### config.mk
export PLATFORM = sky130hd
export DESIGN_NAME = embedded_io_ctrl_flat
export DESIGN_NICKNAME = d
export VERILOG_FILES = /design/src/rtl/embedded_io_ctrl_pkg.sv /design/src/rtl/embedded_io_ctrl_if.sv /design/src/rtl/embedded_io_ctrl_sync.sv /design/src/rtl/embedded_io_ctrl.sv /design/src/flat_wrapper.sv
export SDC_FILE = /design/constraint.sdc
export NUM_CORES = 1
export LEC_CHECK = 0
export ABC_AREA = 1
export BUFFER_PORTS_ARGS = -buffer_cell sky130_fd_sc_hd__buf_2
export CORE_ASPECT_RATIO = 1.2
export CORE_MARGIN = 2
export CORE_UTILIZATION = 46
export CTS_CLUSTER_SIZE = 8
export DETAILED_ROUTE_END_ITERATION = 8
export PLACE_DENSITY = 0.74
export SLEW_MARGIN = 20
export SYNTH_ARGS = -nofsm -noshare
export SYNTH_HDL_FRONTEND = slang
export SYNTH_HIERARCHICAL = 1
export SYNTH_SLANG_ARGS = --single-unit
### constraint.sdc
create_clock -name CK -period 1 [get_ports CK]
set_input_delay 0.1 -clock CK [delete_from_list [all_inputs] [get_ports CK]]
set_output_delay 0.1 -clock CK [all_outputs]
set_load 0.02 [all_outputs]
### src/rtl/embedded_io_ctrl_pkg.sv
// Shared types and constants for the embedded I/O controller.
// Latency: n/a (declarations only).
// Backpressure: n/a.
package embedded_io_ctrl_pkg;

  // Isolation sequencer states
  typedef enum logic [1:0] {
    ISOLATED = 2'd0,
    WAIT     = 2'd1,
    ACTIVE   = 2'd2
  } state_e;

  // Largest bank the controller is meant to be built for
  localparam int MAX_NUM_IO = 32;

  // Width of the isolation delay counter for a given delay
  function automatic int cnt_width(input int delay);
    return $clog2(delay + 1);
  endfunction

endpackage

### src/rtl/embedded_io_ctrl_if.sv
// Host and fabric signals of one embedded I/O bank.
// Latency: n/a (wires only).
// Backpressure: none; all strobes are single-cycle and always accepted.
interface embedded_io_ctrl_if #(
  parameter int NUM_IO = 8
);
  logic              CFG_DONE;
  logic              ISOL_REQ;
  logic              WR_EN;
  logic [NUM_IO-1:0] WR_DATA;
  logic [NUM_IO-1:0] IRQ_CLR;
  logic [NUM_IO-1:0] SOC_IN;
  logic [NUM_IO-1:0] SOC_OUT;
  logic [NUM_IO-1:0] SOC_DIR;
  logic              IO_ISOL_N;
  logic [NUM_IO-1:0] RD_DATA;
  logic [NUM_IO-1:0] IRQ_STATUS;
  logic              EDGE_IRQ;

  // Host/fabric side: drives stimulus, observes controller outputs
  modport master (
    output CFG_DONE, ISOL_REQ, WR_EN, WR_DATA, IRQ_CLR, SOC_OUT, SOC_DIR,
    input  SOC_IN, IO_ISOL_N, RD_DATA, IRQ_STATUS, EDGE_IRQ
  );

  // Controller side
  modport slave (
    input  CFG_DONE, ISOL_REQ, WR_EN, WR_DATA, IRQ_CLR, SOC_OUT, SOC_DIR,
    output SOC_IN, IO_ISOL_N, RD_DATA, IRQ_STATUS, EDGE_IRQ
  );
endinterface

### src/rtl/embedded_io_ctrl_sync.sv
// Multi-flop synchronizer for asynchronous fabric-side signals.
// Latency: STAGES cycles from din to dout.
// Backpressure: none; samples every cycle.
module io_sync #(
  parameter int WIDTH  = 1,
  parameter int STAGES = 2
) (
  input  logic             CK,
  input  logic             RSTN,
  input  logic [WIDTH-1:0] din,
  output logic [WIDTH-1:0] dout
);
  logic [STAGES-1:0][WIDTH-1:0] sync_q, sync_d;

  // Shift the sampled value one stage per cycle
  always_comb begin
    sync_d    = '0;
    sync_d[0] = din;
    for (int i = 1; i < STAGES; i++) begin
      sync_d[i] = sync_q[i-1];
    end
  end

  // Chain flops, cleared asynchronously
  always_ff @(posedge CK or negedge RSTN) begin
    if (!RSTN) sync_q <= '0;
    else       sync_q <= sync_d;
  end

  assign dout = sync_q[STAGES-1];
endmodule

### src/rtl/embedded_io_ctrl.sv
// SoC-side embedded I/O controller: output register, synchronized readback, edge IRQ, isolation sequencing.
// Latency: SOC_IN 1 cycle; SOC_OUT->RD_DATA SYNC_STAGES+1; RD_DATA rise->IRQ_STATUS 1; CFG_DONE->IO_ISOL_N SYNC_STAGES+1+ISOL_DELAY.
// Backpressure: none; every strobe is accepted. Optional macro EMBEDDED_IO_CTRL_FALL_EDGE_EN adds falling-edge status.
module embedded_io_ctrl
  import embedded_io_ctrl_pkg::*;
#(
  parameter int NUM_IO      = 8,
  parameter int SYNC_STAGES = 2,
  parameter int ISOL_DELAY  = 16
) (
  input logic                 CK,
  input logic                 RSTN,
  embedded_io_ctrl_if.slave   io
);
  localparam int                CNT_W    = cnt_width(ISOL_DELAY);
  localparam logic [CNT_W-1:0]  CNT_LAST = CNT_W'(ISOL_DELAY - 1);

  logic [NUM_IO-1:0] out_s, dir_s;
  logic              cfg_s;

  io_sync #(.WIDTH(NUM_IO), .STAGES(SYNC_STAGES)) u_sync_out (
    .CK(CK), .RSTN(RSTN), .din(io.SOC_OUT), .dout(out_s));
  io_sync #(.WIDTH(NUM_IO), .STAGES(SYNC_STAGES)) u_sync_dir (
    .CK(CK), .RSTN(RSTN), .din(io.SOC_DIR), .dout(dir_s));
  io_sync #(.WIDTH(1), .STAGES(SYNC_STAGES)) u_sync_cfg (
    .CK(CK), .RSTN(RSTN), .din(io.CFG_DONE), .dout(cfg_s));

  state_e            state_q, state_d;
  logic [CNT_W-1:0]  cnt_q, cnt_d;
  logic              isol_n_q, isol_n_d;
  logic [NUM_IO-1:0] soc_in_q, soc_in_d;
  logic [NUM_IO-1:0] rd_q, rd_d;
  logic [NUM_IO-1:0] prev_q, prev_d;
  logic [NUM_IO-1:0] status_q, status_d;
  logic              edge_irq_q, edge_irq_d;
  logic [NUM_IO-1:0] set_v;

  // Isolation sequencer: release only after cfg_s has stayed high for ISOL_DELAY cycles
  always_comb begin
    state_d  = state_q;
    cnt_d    = cnt_q;
    isol_n_d = isol_n_q;
    case (state_q)
      ISOLATED: begin
        isol_n_d = 1'b0;
        cnt_d    = '0;
        if (cfg_s && !io.ISOL_REQ) state_d = WAIT;
      end
      WAIT: begin
        if (!cfg_s || io.ISOL_REQ) begin
          state_d  = ISOLATED;
          cnt_d    = '0;
          isol_n_d = 1'b0;
        end else if (cnt_q == CNT_LAST) begin
          state_d  = ACTIVE;
          cnt_d    = '0;
          isol_n_d = 1'b1;
        end else begin
          cnt_d = cnt_q + CNT_W'(1);
        end
      end
      ACTIVE: begin
        if (!cfg_s || io.ISOL_REQ) begin
          state_d  = ISOLATED;
          cnt_d    = '0;
          isol_n_d = 1'b0;
        end
      end
      default: begin
        state_d  = ISOLATED;
        cnt_d    = '0;
        isol_n_d = 1'b0;
      end
    endcase
  end

`ifdef EMBEDDED_IO_CTRL_FALL_EDGE_EN
  // Remembers which bits were unmasked when rd_q was computed, so falls caused by masking are ignored
  logic [NUM_IO-1:0] mask_q, mask_d;
  assign mask_d = (state_q == ACTIVE) ? ~dir_s : '0;
  assign set_v  = (rd_q & ~prev_q) | (prev_q & ~rd_q & mask_q);

  // Mask history register
  always_ff @(posedge CK or negedge RSTN) begin
    if (!RSTN) mask_q <= '0;
    else       mask_q <= mask_d;
  end
`else
  assign set_v = rd_q & ~prev_q;
`endif

  // Data path: output register, masked readback, sticky status with set beating clear
  always_comb begin
    soc_in_d   = io.WR_EN ? io.WR_DATA : soc_in_q;
    rd_d       = (state_q == ACTIVE) ? (out_s & ~dir_s) : '0;
    prev_d     = rd_q;
    status_d   = (status_q & ~io.IRQ_CLR) | set_v;
    edge_irq_d = |status_d;
  end

  // All controller state, cleared asynchronously
  always_ff @(posedge CK or negedge RSTN) begin
    if (!RSTN) begin
      state_q    <= ISOLATED;
      cnt_q      <= '0;
      isol_n_q   <= 1'b0;
      soc_in_q   <= '0;
      rd_q       <= '0;
      prev_q     <= '0;
      status_q   <= '0;
      edge_irq_q <= 1'b0;
    end else begin
      state_q    <= state_d;
      cnt_q      <= cnt_d;
      isol_n_q   <= isol_n_d;
      soc_in_q   <= soc_in_d;
      rd_q       <= rd_d;
      prev_q     <= prev_d;
      status_q   <= status_d;
      edge_irq_q <= edge_irq_d;
    end
  end

  assign io.SOC_IN     = soc_in_q;
  assign io.IO_ISOL_N  = isol_n_q;
  assign io.RD_DATA    = rd_q;
  assign io.IRQ_STATUS = status_q;
  assign io.EDGE_IRQ   = edge_irq_q;
endmodule

### src/flat_wrapper.sv
// flat-port wrapper written by rule: the top's interface ports become plain ports
module embedded_io_ctrl_flat import embedded_io_ctrl_pkg::*;
#(
  parameter int NUM_IO      = 8,
  parameter int SYNC_STAGES = 2,
  parameter int ISOL_DELAY  = 16
)
  (CK, RSTN, io_CFG_DONE, io_ISOL_REQ, io_WR_EN, io_WR_DATA, io_IRQ_CLR, io_SOC_OUT, io_SOC_DIR, io_SOC_IN, io_IO_ISOL_N, io_RD_DATA, io_IRQ_STATUS, io_EDGE_IRQ);
  embedded_io_ctrl_if #(.NUM_IO(NUM_IO)) io_i ();
  input logic CK;
  input logic RSTN;
  input wire logic [$bits(io_i.CFG_DONE)-1:0] io_CFG_DONE;
  input wire logic [$bits(io_i.ISOL_REQ)-1:0] io_ISOL_REQ;
  input wire logic [$bits(io_i.WR_EN)-1:0] io_WR_EN;
  input wire logic [$bits(io_i.WR_DATA)-1:0] io_WR_DATA;
  input wire logic [$bits(io_i.IRQ_CLR)-1:0] io_IRQ_CLR;
  input wire logic [$bits(io_i.SOC_OUT)-1:0] io_SOC_OUT;
  input wire logic [$bits(io_i.SOC_DIR)-1:0] io_SOC_DIR;
  output wire logic [$bits(io_i.SOC_IN)-1:0] io_SOC_IN;
  output wire logic [$bits(io_i.IO_ISOL_N)-1:0] io_IO_ISOL_N;
  output wire logic [$bits(io_i.RD_DATA)-1:0] io_RD_DATA;
  output wire logic [$bits(io_i.IRQ_STATUS)-1:0] io_IRQ_STATUS;
  output wire logic [$bits(io_i.EDGE_IRQ)-1:0] io_EDGE_IRQ;
  assign io_i.CFG_DONE = io_CFG_DONE;
  assign io_i.ISOL_REQ = io_ISOL_REQ;
  assign io_i.WR_EN = io_WR_EN;
  assign io_i.WR_DATA = io_WR_DATA;
  assign io_i.IRQ_CLR = io_IRQ_CLR;
  assign io_i.SOC_OUT = io_SOC_OUT;
  assign io_i.SOC_DIR = io_SOC_DIR;
  assign io_SOC_IN = io_i.SOC_IN;
  assign io_IO_ISOL_N = io_i.IO_ISOL_N;
  assign io_RD_DATA = io_i.RD_DATA;
  assign io_IRQ_STATUS = io_i.IRQ_STATUS;
  assign io_EDGE_IRQ = io_i.EDGE_IRQ;
  embedded_io_ctrl #(.NUM_IO(NUM_IO), .SYNC_STAGES(SYNC_STAGES), .ISOL_DELAY(ISOL_DELAY)) u_core (.CK(CK), .RSTN(RSTN), .io(io_i));
endmodule
==> impl_metrics.csv <==
group,metric,value,unit
status,outcome,"finished with violations",
status,violations,"negative setup slack",
timing,clock.fmax,0.835,GHz
final_layout,multi_input_area,556,um2
yosys,yosysTopAreaCell,"dfrtp_1",
worst_setup_path,cp.arrival,1.42,ns
yosys,synth_area_leaders,"dfrtp_1, nand2_1, inv_1, mux2_2, nor2_1",
worst_hold_path,min_path_type,"in2reg",
drt,wl,4630,um
worst_setup_path,crit_path_start_kind,"flop",
timing,fin_crit_sh,120,%
timing,max_slew_margin,81.6,%
worst_setup_path,r2r_start,"u_core/cnt_q[1]",
worst_setup_path,cp-end-kind,"flop",
pwr,combPwrFrac,11.6,%
floorplanning,dieHeight,83.9,um
drt,drt-initial-drc-count,72,
worst_setup_path,crit_type,"reg2reg",
yosys,synth_cells,192,
final_layout,finish.utilization,71.4,%
worst_hold_path,min-delay-start,"io_IRQ_CLR[6]",
floorplanning,placeableCoreArea,5230,um2
pwr,power.switching,1400,uW
clocking,cts_root_buffer,"clkbuf_8",
floorplanning,dieWidth,70.6,um
pwr,total_power,5840,uW
yosys,synth_most_common_cell,"dfrtp_1",
timing,setup_ws,-0.198,ns
final_layout,antenna_cells,0,
place,dpl_cell_area,2910,um2
floorplanning,fp-row-count,29,
worst_setup_path,required,1.23,ns
job,drv_cap,0,
final_layout,fill_cells,353,
yosys,synthDistinctLibCells,19,
grt,overflow,0,
grt,grt_pass1_wl,7640,um
drt,drt-wirelength-per-cell,12.1,um
pwr,p_per_area,1570,nW/um2
yosys,syn-num-nets,230,
yosys,mappedNetlistArea,2440,um2
final_layout,seqCellArea,1880,um2
clocking,cts_buffers,9,
pwr,switching_share,24.0,%
grt,antenna_found_initial,0,
clocking,cts.sinks,75,
floorplanning,ios,63,
yosys,ys.flop_type,"dfrtp_1",
final_layout,drive_gt1_share,43.1,%
grt,grt_usage,16.9,%
drt,drcViolationCount,0,
clocking,cts_max_level,3,
yosys,avgSynthCellArea,12.7,um2
yosys,yosys_warnings,6,
clocking,clockBufferDepth,2,
timing,setup_violations,17,
clocking,cts_tree,"yes",
pwr,peakVddDrop,1.12,mV
yosys,synthTopCellsByCount,"dfrtp_1, nand2_1, inv_1",
final_layout,nets,353,
pwr,seqPwrFrac,56.2,%
yosys,ys_seq_area_share,76.8,%
grt,grt_max_degree,29,
final_layout,area_delta_synth_final,52.6,%
drt,final_antenna_net_count,0,
drt,vias,1678,
worst_setup_path,crit_path_max_fanout,3,
pwr,p_int,4440,uW
yosys,synth_top_area_share,76.8,%
final_layout,final_area,3730,um2
drt,avgViaCountPerCell,4.39,
pwr,p_clk_share,32.2,%
timing,fin_skew,0.00918,ns
clocking,clk_pin_slew,0.07,ns
grt,grt_pass1_vias,1729,
timing,rsz0062_at_grt,"true",
worst_setup_path,critPathLaunch,"u_core/cnt_q[1]",
timing,tightest_slew,0.276,ns
place,place.gp.congestion,0.721,
yosys,synth_edf_count,0,
place,port_buffers,62,
drt,dr.pass1.iters,4,
place,hpwl,2660,um
timing,fin_crit,1.20,ns
timing,drv_slew,0,
floorplanning,initial_core_util,46.8,%
yosys,synthArstFlopShare,100,%
pwr,leakage,0.00189,uW
timing,hold_viol_final,0,
floorplanning,die_area,5920,um2
yosys,synth_seq_cells,75,
clocking,worstSkewPairLatency,0.33,ns
final timing paths:
path	end	slack, ns	cells after the start
worst min register to register	u_core/u_sync_dir/dout[6]	0.34	0
worst max-delay path	u_core/cnt_q[3]	-0.20	5
worst max register to register	u_core/cnt_q[3]	-0.20	5
max in group asynchronous	u_core/u_sync_out/sync_d[14]	0.34	3
worst min-delay path	u_core/io.IRQ_STATUS[6]	0.02	4
min in group asynchronous	u_core/prev_q[5]	0.18	2
cell families (layout without fill, tap and decap cells):
kind of cell | after synthesis | count (layout) | share of synthesized area, %
and+or+nand+nor | 70 | 70 | 12.3
xor gates and xnor gates | 1 | 1 | 0.358
buffers and inverters | 30 | 158 | 4.71
DFF | 75 | 75 | 76.8
muxes | 8 | 8 | 3.68
AOI/OAI and AO/OA | 7 | 7 | 1.69
adders and majority gates | 1 | 1 | 0.512
routing by layer:
| layer | global-route usage (%) | up-vias | wire length (um) |
|---|---|---|---|
| met4 | 9.78 | 0 | 129 |
| met3 | 3.74 | 12 | 194 |
| met5 | 0 | - | 0 |
| met2 | 28.2 | 47 | 2550 |
| met1 | 20.1 | 793 | 1750 |
| li1 | - | 826 | - |
state kept, by name (all words and copies together) (netlist names):
| signal | flops |
|---|---|
| u_core/cnt_q | 5 |
| u_core/io.EDGE_IRQ | 1 |
| u_core/io.IO_ISOL_N | 1 |
| u_core/io.IRQ_STATUS | 8 |
| u_core/io.RD_DATA | 8 |
| u_core/io.SOC_IN | 8 |
| u_core/prev_q | 8 |
| u_core/state_q | 2 |
| u_core/u_sync_cfg/dout | 1 |
| u_core/u_sync_cfg/sync_d | 1 |
| u_core/u_sync_dir/dout | 8 |
| u_core/u_sync_dir/sync_d | 8 |
| u_core/u_sync_out/dout | 8 |
| u_core/u_sync_out/sync_d | 8 |
what timing repair did:
item                                    CTS  global route
gates resized for setup                  27            58
hold endpoints to repair                104             0
setup buffers                             4             9
pin swaps                                 4            16
endpoints found under the setup margin   21            40
hold buffers                             30             0
power by group through the flow:
stage                     combinational, uW  sequential [uW]  clock, uW
after floorplan                         156             3370          0
after global placement                  451             3300          0
final                                   680             3280       1880
after global routing                    741             3290       2110
after CTS                               572             3260       1950
after detailed placement                459             3310          0
cell usage in the layout (no fill, tap or decap), drive strengths merged, types with 4 or more instances in the layout:
| cell type | n |
|---|---|
| nand2 | 48 |
| dfrtp | 75 |
| nand3 | 4 |
| mux2 | 8 |
| dlygate4sd3 | 30 |
| clkbuf | 11 |
| nor2 | 16 |
| inv | 29 |
| buf | 83 |
through the flow:
stage / setup slack, ns / cells / hold slack (ns) / TNS (ns)
final: -0.198 / 382 / 0.0250 / -1.59
after global placement: -0.0577 / 323 / 0.00116 / -0.0966
after CTS: -0.0932 / 373 / 0.00733 / -0.462
after global routing: -0.239 / 382 / 0.0201 / -2.84
after detailed placement: -0.117 / 323 / 0.00639 / -0.389
after floorplan: -0.0314 / 192 / -0.196 / -0.0347
worst max-delay path: stages, from the launching register on:
cell and delay (ns):
dfrtp_1 0.40, ha_4 0.16, nand4_1 0.17, buf_4 0.20, a21oi_2 0.11, nor2_1 0.05
layout make-up:
cell class | count | area share [%]
Sequential cell | 75 | 50.4
Multi-Input combinational cell | 87 | 14.9
Inverter | 29 | 2.99
Clock inverter | 5 | 0.805
Tap cell | 62 | 2.08
Timing Repair Buffer | 113 | 25.4
Clock buffer | 11 | 3.52
Power figures use the tool's default switching activity.
